### config.mk
export PLATFORM = sky130hd
export DESIGN_NAME = sccb_init_seq
export DESIGN_NICKNAME = d
export VERILOG_FILES = /design/src/rtl/sccb_pkg.sv /design/src/rtl/sccb_init_seq.sv
export SDC_FILE = /design/constraint.sdc
export NUM_CORES = 1
export LEC_CHECK = 0
export CORE_MARGIN = 4
export CORE_UTILIZATION = 40
export CTS_CLUSTER_DIAMETER = 100
export CTS_CLUSTER_SIZE = 28
export DETAILED_ROUTE_END_ITERATION = 7
export PLACE_DENSITY = 0.69
export SLEW_MARGIN = 0
export SYNTH_ARGS = -nofsm -noshare
export SYNTH_HDL_FRONTEND = slang
export SYNTH_SLANG_ARGS = --single-unit
### constraint.sdc
create_clock -name sccb_clk -period 3.9 [get_ports sccb_clk]
set_clock_uncertainty 0.1 [all_clocks]
set_input_delay 0.78 -clock sccb_clk [delete_from_list [all_inputs] [get_ports sccb_clk]]
set_output_delay 0.78 -clock sccb_clk [all_outputs]
set_load 0.05 [all_outputs]
### src/rtl/sccb_pkg.sv
// -----------------------------------------------------------------------------
// sccb_pkg
//   Shared definitions for the SCCB register-table player and its ROM:
//   bridge command encodings, the data-valid response code, the table
//   end/delay markers and the sequencer state type.
//   Optional feature macro: SCCB_INIT_VERIFY_EN (adds read-back verify states).
// -----------------------------------------------------------------------------
package sccb_pkg;

   localparam logic [2:0]  CMD_IDLE     = 3'b000;
   localparam logic [2:0]  CMD_WR       = 3'b001;
   localparam logic [2:0]  CMD_RD       = 3'b010;

   localparam logic [1:0]  RESP_DVA     = 2'b01;

   localparam logic [15:0] END_MARKER   = 16'hFEFF;
   localparam logic [7:0]  DELAY_MARKER = 8'hFF;

   typedef enum logic [3:0] {
      ST_IDLE         = 4'd0,
      ST_FETCH        = 4'd1,
      ST_DECODE       = 4'd2,
      ST_ISSUE        = 4'd3,
      ST_WAIT_DONE    = 4'd4,
      ST_DELAY        = 4'd5,
      ST_NEXT         = 4'd6,
      ST_FIN          = 4'd7,
      ST_ERR          = 4'd8
`ifdef SCCB_INIT_VERIFY_EN
      ,
      ST_VERIFY_ISSUE = 4'd9,
      ST_VERIFY_WAIT  = 4'd10
`endif
   } state_t;

   // Playback is in progress everywhere except the three resting states.
   function automatic logic state_busy(input state_t s);
      return !(s inside {ST_IDLE, ST_FIN, ST_ERR});
   endfunction

endpackage

### src/rtl/sccb_init_seq.sv
// -----------------------------------------------------------------------------
// sccb_init_seq
//   Plays a {reg_addr, value} table from an external synchronous ROM into an
//   SCCB bridge as write commands, with delay entries and an end marker.
//   Every bridge handshake phase is guarded by a timeout; running past
//   index 8'hFF without an end marker is an error.
//   Optional feature macro: SCCB_INIT_VERIFY_EN -- each write is read back
//   and compared; a mismatch is an error.
//   Ports:
//     sccb_clk      in   1   clock, shared with the bridge
//     sccb_reset_n  in   1   asynchronous active-low reset
//     start         in   1   pulse: begin playback (ignored while busy)
//     mcmd          out  3   bridge command (idle/write/read)
//     maddr         out  15  {DEV_ID, reg_addr}
//     mdata         out  8   write data
//     scmdaccept    in   1   bridge idle/accept
//     sresp         in   2   bridge response (DVA = data valid)
//     sdata         in   8   bridge read data
//     rom_addr      out  8   table index
//     rom_data      in   16  table entry, valid 1 cycle after rom_addr
//     busy          out  1   playback in progress
//     done          out  1   table end reached cleanly (sticky)
//     error         out  1   timeout / overrun / verify mismatch (sticky)
//     err_addr      out  8   rom_addr of the first failing entry
// -----------------------------------------------------------------------------
module sccb_init_seq
   import sccb_pkg::*;
#(
   parameter logic [6:0]  DEV_ID     = 7'h21,
   parameter logic [15:0] DELAY_UNIT = 16'd50000,
   parameter logic [19:0] TIMEOUT    = 20'hFFFFF
)
(
   input  logic        sccb_clk,
   input  logic        sccb_reset_n,
   input  logic        start,
   output logic [2:0]  mcmd,
   output logic [14:0] maddr,
   output logic [7:0]  mdata,
   input  logic        scmdaccept,
   input  logic [1:0]  sresp,
   input  logic [7:0]  sdata,
   output logic [7:0]  rom_addr,
   input  logic [15:0] rom_data,
   output logic        busy,
   output logic        done,
   output logic        error,
   output logic [7:0]  err_addr
);

   state_t      r_state;
   logic [2:0]  r_mcmd;
   logic [14:0] r_maddr;
   logic [7:0]  r_mdata;
   logic [7:0]  r_rom_addr;
   logic        r_done;
   logic        r_error;
   logic [7:0]  r_err_addr;
   logic [19:0] r_tmo;
   logic [23:0] r_dly;

   logic [23:0] w_dly_prod;
   logic        w_tmo_hit;

   assign w_dly_prod = {16'd0, rom_data[7:0]} * {8'd0, DELAY_UNIT};
   // A phase may last TIMEOUT cycles; the cycle after that is the error.
   assign w_tmo_hit  = (r_tmo == TIMEOUT - 20'd1);

`ifndef SCCB_INIT_VERIFY_EN
   logic w_unused;
   assign w_unused = ^{sresp, sdata};
`endif

   always_ff @(posedge sccb_clk or negedge sccb_reset_n) begin
      if (!sccb_reset_n) begin
         r_state    <= ST_IDLE;
         r_mcmd     <= CMD_IDLE;
         r_maddr    <= '0;
         r_mdata    <= '0;
         r_rom_addr <= '0;
         r_done     <= 1'b0;
         r_error    <= 1'b0;
         r_err_addr <= '0;
         r_tmo      <= '0;
         r_dly      <= '0;
      end else begin
         case (r_state)
            ST_IDLE, ST_FIN, ST_ERR: begin
               if (start) begin
                  r_done     <= 1'b0;
                  r_error    <= 1'b0;
                  r_err_addr <= '0;
                  r_rom_addr <= '0;
                  r_state    <= ST_FETCH;
               end
            end

            ST_FETCH: r_state <= ST_DECODE;

            ST_DECODE: begin
               if (rom_data == END_MARKER) begin
                  r_done  <= 1'b1;
                  r_state <= ST_FIN;
               end else if (rom_data[15:8] == DELAY_MARKER) begin
                  if (rom_data[7:0] == 8'd0) begin
                     r_state <= ST_NEXT;
                  end else begin
                     r_dly   <= w_dly_prod - 24'd1;
                     r_state <= ST_DELAY;
                  end
               end else begin
                  r_maddr <= {DEV_ID, rom_data[15:8]};
                  r_mdata <= rom_data[7:0];
                  r_mcmd  <= CMD_WR;
                  r_tmo   <= '0;
                  r_state <= ST_ISSUE;
               end
            end

            ST_ISSUE: begin
               if (!scmdaccept) begin
                  r_mcmd  <= CMD_IDLE;
                  r_tmo   <= '0;
                  r_state <= ST_WAIT_DONE;
               end else if (w_tmo_hit) begin
                  r_mcmd     <= CMD_IDLE;
                  r_error    <= 1'b1;
                  r_err_addr <= r_rom_addr;
                  r_state    <= ST_ERR;
               end else begin
                  r_tmo <= r_tmo + 20'd1;
               end
            end

            ST_WAIT_DONE: begin
               if (scmdaccept) begin
`ifdef SCCB_INIT_VERIFY_EN
                  r_mcmd  <= CMD_RD;
                  r_tmo   <= '0;
                  r_state <= ST_VERIFY_ISSUE;
`else
                  r_state <= ST_NEXT;
`endif
               end else if (w_tmo_hit) begin
                  r_mcmd     <= CMD_IDLE;
                  r_error    <= 1'b1;
                  r_err_addr <= r_rom_addr;
                  r_state    <= ST_ERR;
               end else begin
                  r_tmo <= r_tmo + 20'd1;
               end
            end

`ifdef SCCB_INIT_VERIFY_EN
            ST_VERIFY_ISSUE: begin
               if (!scmdaccept) begin
                  r_mcmd  <= CMD_IDLE;
                  r_tmo   <= '0;
                  r_state <= ST_VERIFY_WAIT;
               end else if (w_tmo_hit) begin
                  r_mcmd     <= CMD_IDLE;
                  r_error    <= 1'b1;
                  r_err_addr <= r_rom_addr;
                  r_state    <= ST_ERR;
               end else begin
                  r_tmo <= r_tmo + 20'd1;
               end
            end

            // Read data is compared on the single DVA cycle; r_mdata still
            // holds the value that was written.
            ST_VERIFY_WAIT: begin
               if (sresp == RESP_DVA) begin
                  if (sdata != r_mdata) begin
                     r_error    <= 1'b1;
                     r_err_addr <= r_rom_addr;
                     r_state    <= ST_ERR;
                  end else begin
                     r_state <= ST_NEXT;
                  end
               end else if (w_tmo_hit) begin
                  r_mcmd     <= CMD_IDLE;
                  r_error    <= 1'b1;
                  r_err_addr <= r_rom_addr;
                  r_state    <= ST_ERR;
               end else begin
                  r_tmo <= r_tmo + 20'd1;
               end
            end
`endif

            ST_DELAY: begin
               if (r_dly == 24'd0) r_state <= ST_NEXT;
               else                r_dly   <= r_dly - 24'd1;
            end

            ST_NEXT: begin
               if (r_rom_addr == 8'hFF) begin
                  r_error    <= 1'b1;
                  r_err_addr <= r_rom_addr;
                  r_state    <= ST_ERR;
               end else begin
                  r_rom_addr <= r_rom_addr + 8'd1;
                  r_state    <= ST_FETCH;
               end
            end

            default: begin
               r_mcmd  <= CMD_IDLE;
               r_state <= ST_IDLE;
            end
         endcase
      end
   end

   assign mcmd     = r_mcmd;
   assign maddr    = r_maddr;
   assign mdata    = r_mdata;
   assign rom_addr = r_rom_addr;
   assign busy     = state_busy(r_state);
   assign done     = r_done;
   assign error    = r_error;
   assign err_addr = r_err_addr;

endmodule
---- Yosys cells after proc, flatten, opt, wreduce, memory -nomap -nowiden ----
Cells that the tools add are included.
operators by class
  equal/unequal tests ..................... 24
  multipliers ............................. 1
  $add $sub $neg .......................... 4
  multiplexer cells ....................... 43
  bitwise gates (word level) .............. 3
  reduce and logical (&&, ||, !) cells .... 20
operators by type and width
  operator                                                               count
  20-bit 2-to-1 mux                                                      5
  24-bit 2-to-1 mux                                                      4
  20-bit one-hot mux with 3 select lines                                 1
  8-bit 2-to-1 mux                                                       6
  24-bit one-hot mux with 2 select lines                                 1
  24-bit by 1-bit subtractor with 24-bit output, second input constant   2
  4-bit 2-to-1 mux                                                       8
  8-bit one-hot mux with 4 select lines                                  1
  4-bit one-hot mux with 7 select lines                                  1
  24-bit logical NOT                                                     1
  2-bit != test, second input constant                                   12
  20-bit by 1-bit adder with 20-bit output, second input constant        1
  20-bit equality test, second input constant                            1
  8-bit by 12-bit multiplier with 20-bit output, second input constant   1
  16-bit equality test, second input constant                            1
  4-bit by 3-bit equality test with 1-bit output, second input constant  4
  8-bit equality test, second input constant                             2
  8-bit one-hot mux with 2 select lines                                  1
  3-bit 2-to-1 mux                                                       5
  3-bit one-hot mux with 4 select lines                                  1
  5-bit AND reduction                                                    2
  3-bit AND reduction                                                    3
  8-bit by 1-bit adder with 8-bit output, second input constant          1
  4-bit by 2-bit equality test with 1-bit output, second input constant  2
  other kinds (17)                                                       28
storage, ports and cells
  output and inout port bits .............. 45
  word-level logic and storage cells ...... 105
  bits in registers ....................... 86

---- Longest topological paths before layout ----
  depth in word-level cells ............... 6
  depth in mapped cells ................... 18
  mapped depth without buffers ............ 16

---- Worst setup path after synthesis ----
Ideal clock, no wire load.
  kind .................................... input -> register
  start point ............................. in rom_data[2]
  end point ............................... reg r_dly[23]
  library setup time ...................... 0.124 ns
  path buffers ............................ 1
  required time ........................... 3.676 ns
  arrival ................................. 4.830 ns
  path slack .............................. -1.154 ns
  stages .................................. 17
  cells stage by stage .................... ha_1 -> ha_1 -> inv_1 -> fa_1 -> inv_1 -> fa_1 -> ha_1 -> o21a_1 -> and2_1 -> clkbuf_1 -> a211o_1 -> or4_4 -> nor4_4 -> nand4_1 -> xnor2_1 -> xnor2_1 -> a21oi_1
between the ends
  longest elaborated chain between the ends .. 6
  elaborated cells on any way between the ends .. 11
RTL lines
  item                                           line                  source
  start, declared                                sccb_init_seq.sv:44   input logic [15:0] rom_data,
  8-bit by 12-bit multiplier with 20-bit output  sccb_init_seq.sv:65   assign w_dly_prod = {16'd0, rom_data[7:0]} * {8'd0, DELAY_UNIT};
  24-bit by 1-bit subtractor with 24-bit output  sccb_init_seq.sv:108  r_dly <= w_dly_prod - 24'd1;
  24-bit 2-to-1 mux                              sccb_init_seq.sv:105  if (rom_data[7:0] == 8'd0) begin
  24-bit 2-to-1 mux                              sccb_init_seq.sv:104  end else if (rom_data[15:8] == DELAY_MARKER) begin
  24-bit 2-to-1 mux                              sccb_init_seq.sv:101  if (rom_data == END_MARKER) begin
  24-bit one-hot mux with 2 select lines         sccb_init_seq.sv:87   case (r_state)
  end signal, assigned                           sccb_init_seq.sv:108
  end signal, assigned                           sccb_init_seq.sv:194  else r_dly <= r_dly - 24'd1;
  end, declared                                  sccb_init_seq.sv:60   logic [23:0] r_dly;
Parallel ways exist; a longest one is shown, timed or not. The select of a mux whose other input is x is not followed.
A chain may end at the register's enable or synchronous reset.

---- Worst setup path after layout ----
Same ends and word-level chain as after synthesis.

==> flow_summary_export.csv <==
group,metric,value,unit
placed_design,dpl.hpwl,12500,µm
route,vias,6243,
finish,antenna_cells,0,
global_routing,grt_max_degree,87,
route,via_per_inst,5.46,
clocking,htree_levels,3,
placed_design,place_congestion,0.863,
logic_synthesis,avgSynthCellArea,8.64,µm²
clocking,root_buffer,"clkbuf_16",
die,start_util,0.411,
logic_synthesis,synth_seq_cells,86,
timing,hold_viol,0,
timing,finalMaxSlewViolations,0,
die,num_io_pins,75,
route,route.detailed.drc,0,
logic_synthesis,synth.area.top_cells,"dfrtp_1 (33%), ha_1 (12%), nor2_1 (4.6%), a21oi_1 (3.9%), fa_1 (3.6%)",
logic_synthesis,synthTopCellsByCount,"dfrtp_1 (86), nor2_1 (80), ha_1 (63)",
timing,finalCriticalPeriod,4510,ps
setup_path,worstPathRequired,4030,ps
hold_path,hold_class,"flop to flop",
pwr,finalPower,6.10,mW
logic_synthesis,synth_edf_count,0,
status,outcome,"finished, violations left",
clocking,clk_latency,350,ps
clocking,clock_path_buffers,2,
finish,final_nets,1028,
global_routing,grt_overflow_total,0,
placed_design,dpl-instance-area,8210,µm²
setup_path,cp_max_fo,5,
clocking,cts_buffers,9,
clocking,cts_tree,"done",
route,firstDrtPassIters,5,
timing,period_share,1.16,
timing,slew_headroom,0.249,
timing,fin_tns_setup,-5020,ps
finish,fin_util,0.568,
timing,max_freq,222,MHz
flow_run,maxCapViolCount,0,
logic_synthesis,yosysTopAreaCellShare,0.327,
route,wl_per_cell,15.7,µm
timing,worst_slack,-614,ps
pwr,p_leak,3.98,nW
timing,setup_viol,11,
status,violations,"setup timing",
setup_path,crit_arrival,4640,ps
global_routing,grt_first_pass_wirelength,29700,µm
setup_path,cp-start-kind,"input pin",
pwr,p_per_area,672,nW/µm²
logic_synthesis,syn_inst,762,
die,dieArea,18600,µm²
logic_synthesis,synth_ff_type,"dfrtp_1",
pwr,irDropWorstVdd,323,µV
logic_synthesis,ys_types,70,
logic_synthesis,ys.warnings.count,0,
die,die_w,136,µm
global_routing,grt_usage,0.195,
logic_synthesis,yosysTopAreaCell,"dfrtp_1",
clocking,cts_hold_buffers,0,
die,die_y,136,µm
logic_synthesis,synth.most_common_cell,"dfrtp_1",
timing,worstMarginPinSlew,1130,ps
route,routed_wirelength,18000,µm
finish,fin_area,9080,µm²
die,placeableCoreArea,16000,µm²
logic_synthesis,async_flop_share,1.00,
setup_path,worstSetupPathType,"input pin to flop",
global_routing,antenna_found_initial,0,
route,drt-initial-drc-count,435,
placed_design,port_buffers,59,
die,num_rows,46,
logic_synthesis,synthesis.area,6580,µm²
clocking,clock_sinks,86,
route,ant_nets,0,
clocking,clk_pin_slew_worst_paths,60,ps
setup_path,end_kind,"flop",
finish,layout-drive-gt1-share,0.242,
global_routing,grt_pass1_vias,6044,
timing,rsz0062_at_grt,"true",
finish,area_growth,38.0,%
logic_synthesis,ys_seq_area_frac,0.327,
==> state kept, by name, indices dropped and copies added (netlist names), 3 cells and up <==
register  count
mcmd          3
r_state       4
r_dly        24
err_addr      8
rom_addr      8
maddr         9
mdata         8
r_tmo        20
==> worst paths after layout <==
path	start	cells past startpoint	endpoint	slack (ps)
worst max-delay path	rom_data[2]	17	r_dly[23]	-610
worst min register to register	mdata[4]	2	mdata[4]	380
max in group asynchronous	sccb_reset_n	1	mdata[6]	2420
min in group asynchronous	sccb_reset_n	1	err_addr[5]	520
worst min-delay path	mdata[4]	2	mdata[4]	380
worst max register to register	r_tmo[2]	9	r_tmo[6]	800
==> cell type report <==
| cell class | count | area [µm²] |
|---|---|---|
| multi-input combinational | 605 | 4610 |
| fill | 1407 | 6920 |
| timing repair buffer | 182 | 1560 |
| clock inverter | 6 | 116 |
| tap | 216 | 270 |
| sequential | 86 | 2150 |
| clock buffer | 10 | 229 |
| inverter | 39 | 146 |
==> per-stage QoR <==
step	hold slack [ps]	worst slack (ps)	cells
after floorplan	352	-969	766
after global placement	362	-1570	1114
after detailed placement	370	-1600	1114
after CTS	384	-609	1140
after global routing	418	-750	1144
final	384	-614	1144
==> kinds of logic (layout without fill, tap and decap cells) <==
group | after synthesis | count (layout) | synth area share
flip-flops | 86 | 86 | 0.327
adder cells (fa/ha/maj) | 75 | 75 | 0.156
other | 1 | 5 | 0.000570
buffers and inverters | 75 | 237 | 0.0464
XOR/XNOR | 36 | 36 | 0.0479
multiplexers | 11 | 11 | 0.0182
AO/OA/AOI/OAI | 205 | 205 | 0.196
AND/OR/NAND/NOR | 273 | 273 | 0.208
==> what timing repair did <==
item | in CTS | in global routing
pin swaps | 50 | 37
buffers inserted | 11 | 5
resized for setup | 79 | 35
endpoints found under the setup margin | 13 | 13
==> layer usage <==
| layer | track usage | share of wire | vias to the layer above |
|---|---|---|---|
| met4 | 0.0442 | 0.017 | 0 |
| met2 | 0.329 | 0.49 | 149 |
| met3 | 0.0374 | 0.040 | 25 |
| li1 | - | - | 3075 |
| met5 | 0 | 0 | - |
| met1 | 0.259 | 0.45 | 2994 |
==> critical path, stage by stage <==
cell,delay [ps]
buf_8,110
ha_4,240
ha_4,260
inv_2,30
fa_1,470
inv_1,50
fa_1,520
ha_4,230
a211oi_4,330
o21a_1,250
xnor2_2,90
or4_4,580
nor4_4,170
nand4_1,130
xnor2_1,190
xnor2_1,140
a21oi_1,80
==> cell usage in the layout (no fill, tap or decap), drive strengths merged, types with 20 or more instances in the layout <==
cell,instances
buf,130
dfrtp,86
nor2,80
o21ai,72
ha,63
nand2,56
a21oi,51
clkdlybuf4s50,50
inv,40
nand3,30
xor2,20
==> power breakdown <==
part / internal (mW) / leakage, nW / switching [mW]
Sequential: 1.14 / 1.09 / 0.255
Combinational: 1.63 / 2.72 / 2.06
Clock: 0.632 / 0.168 / 0.374
Total: 3.41 / 3.98 / 2.69
Power figures use the tool's default switching activity.
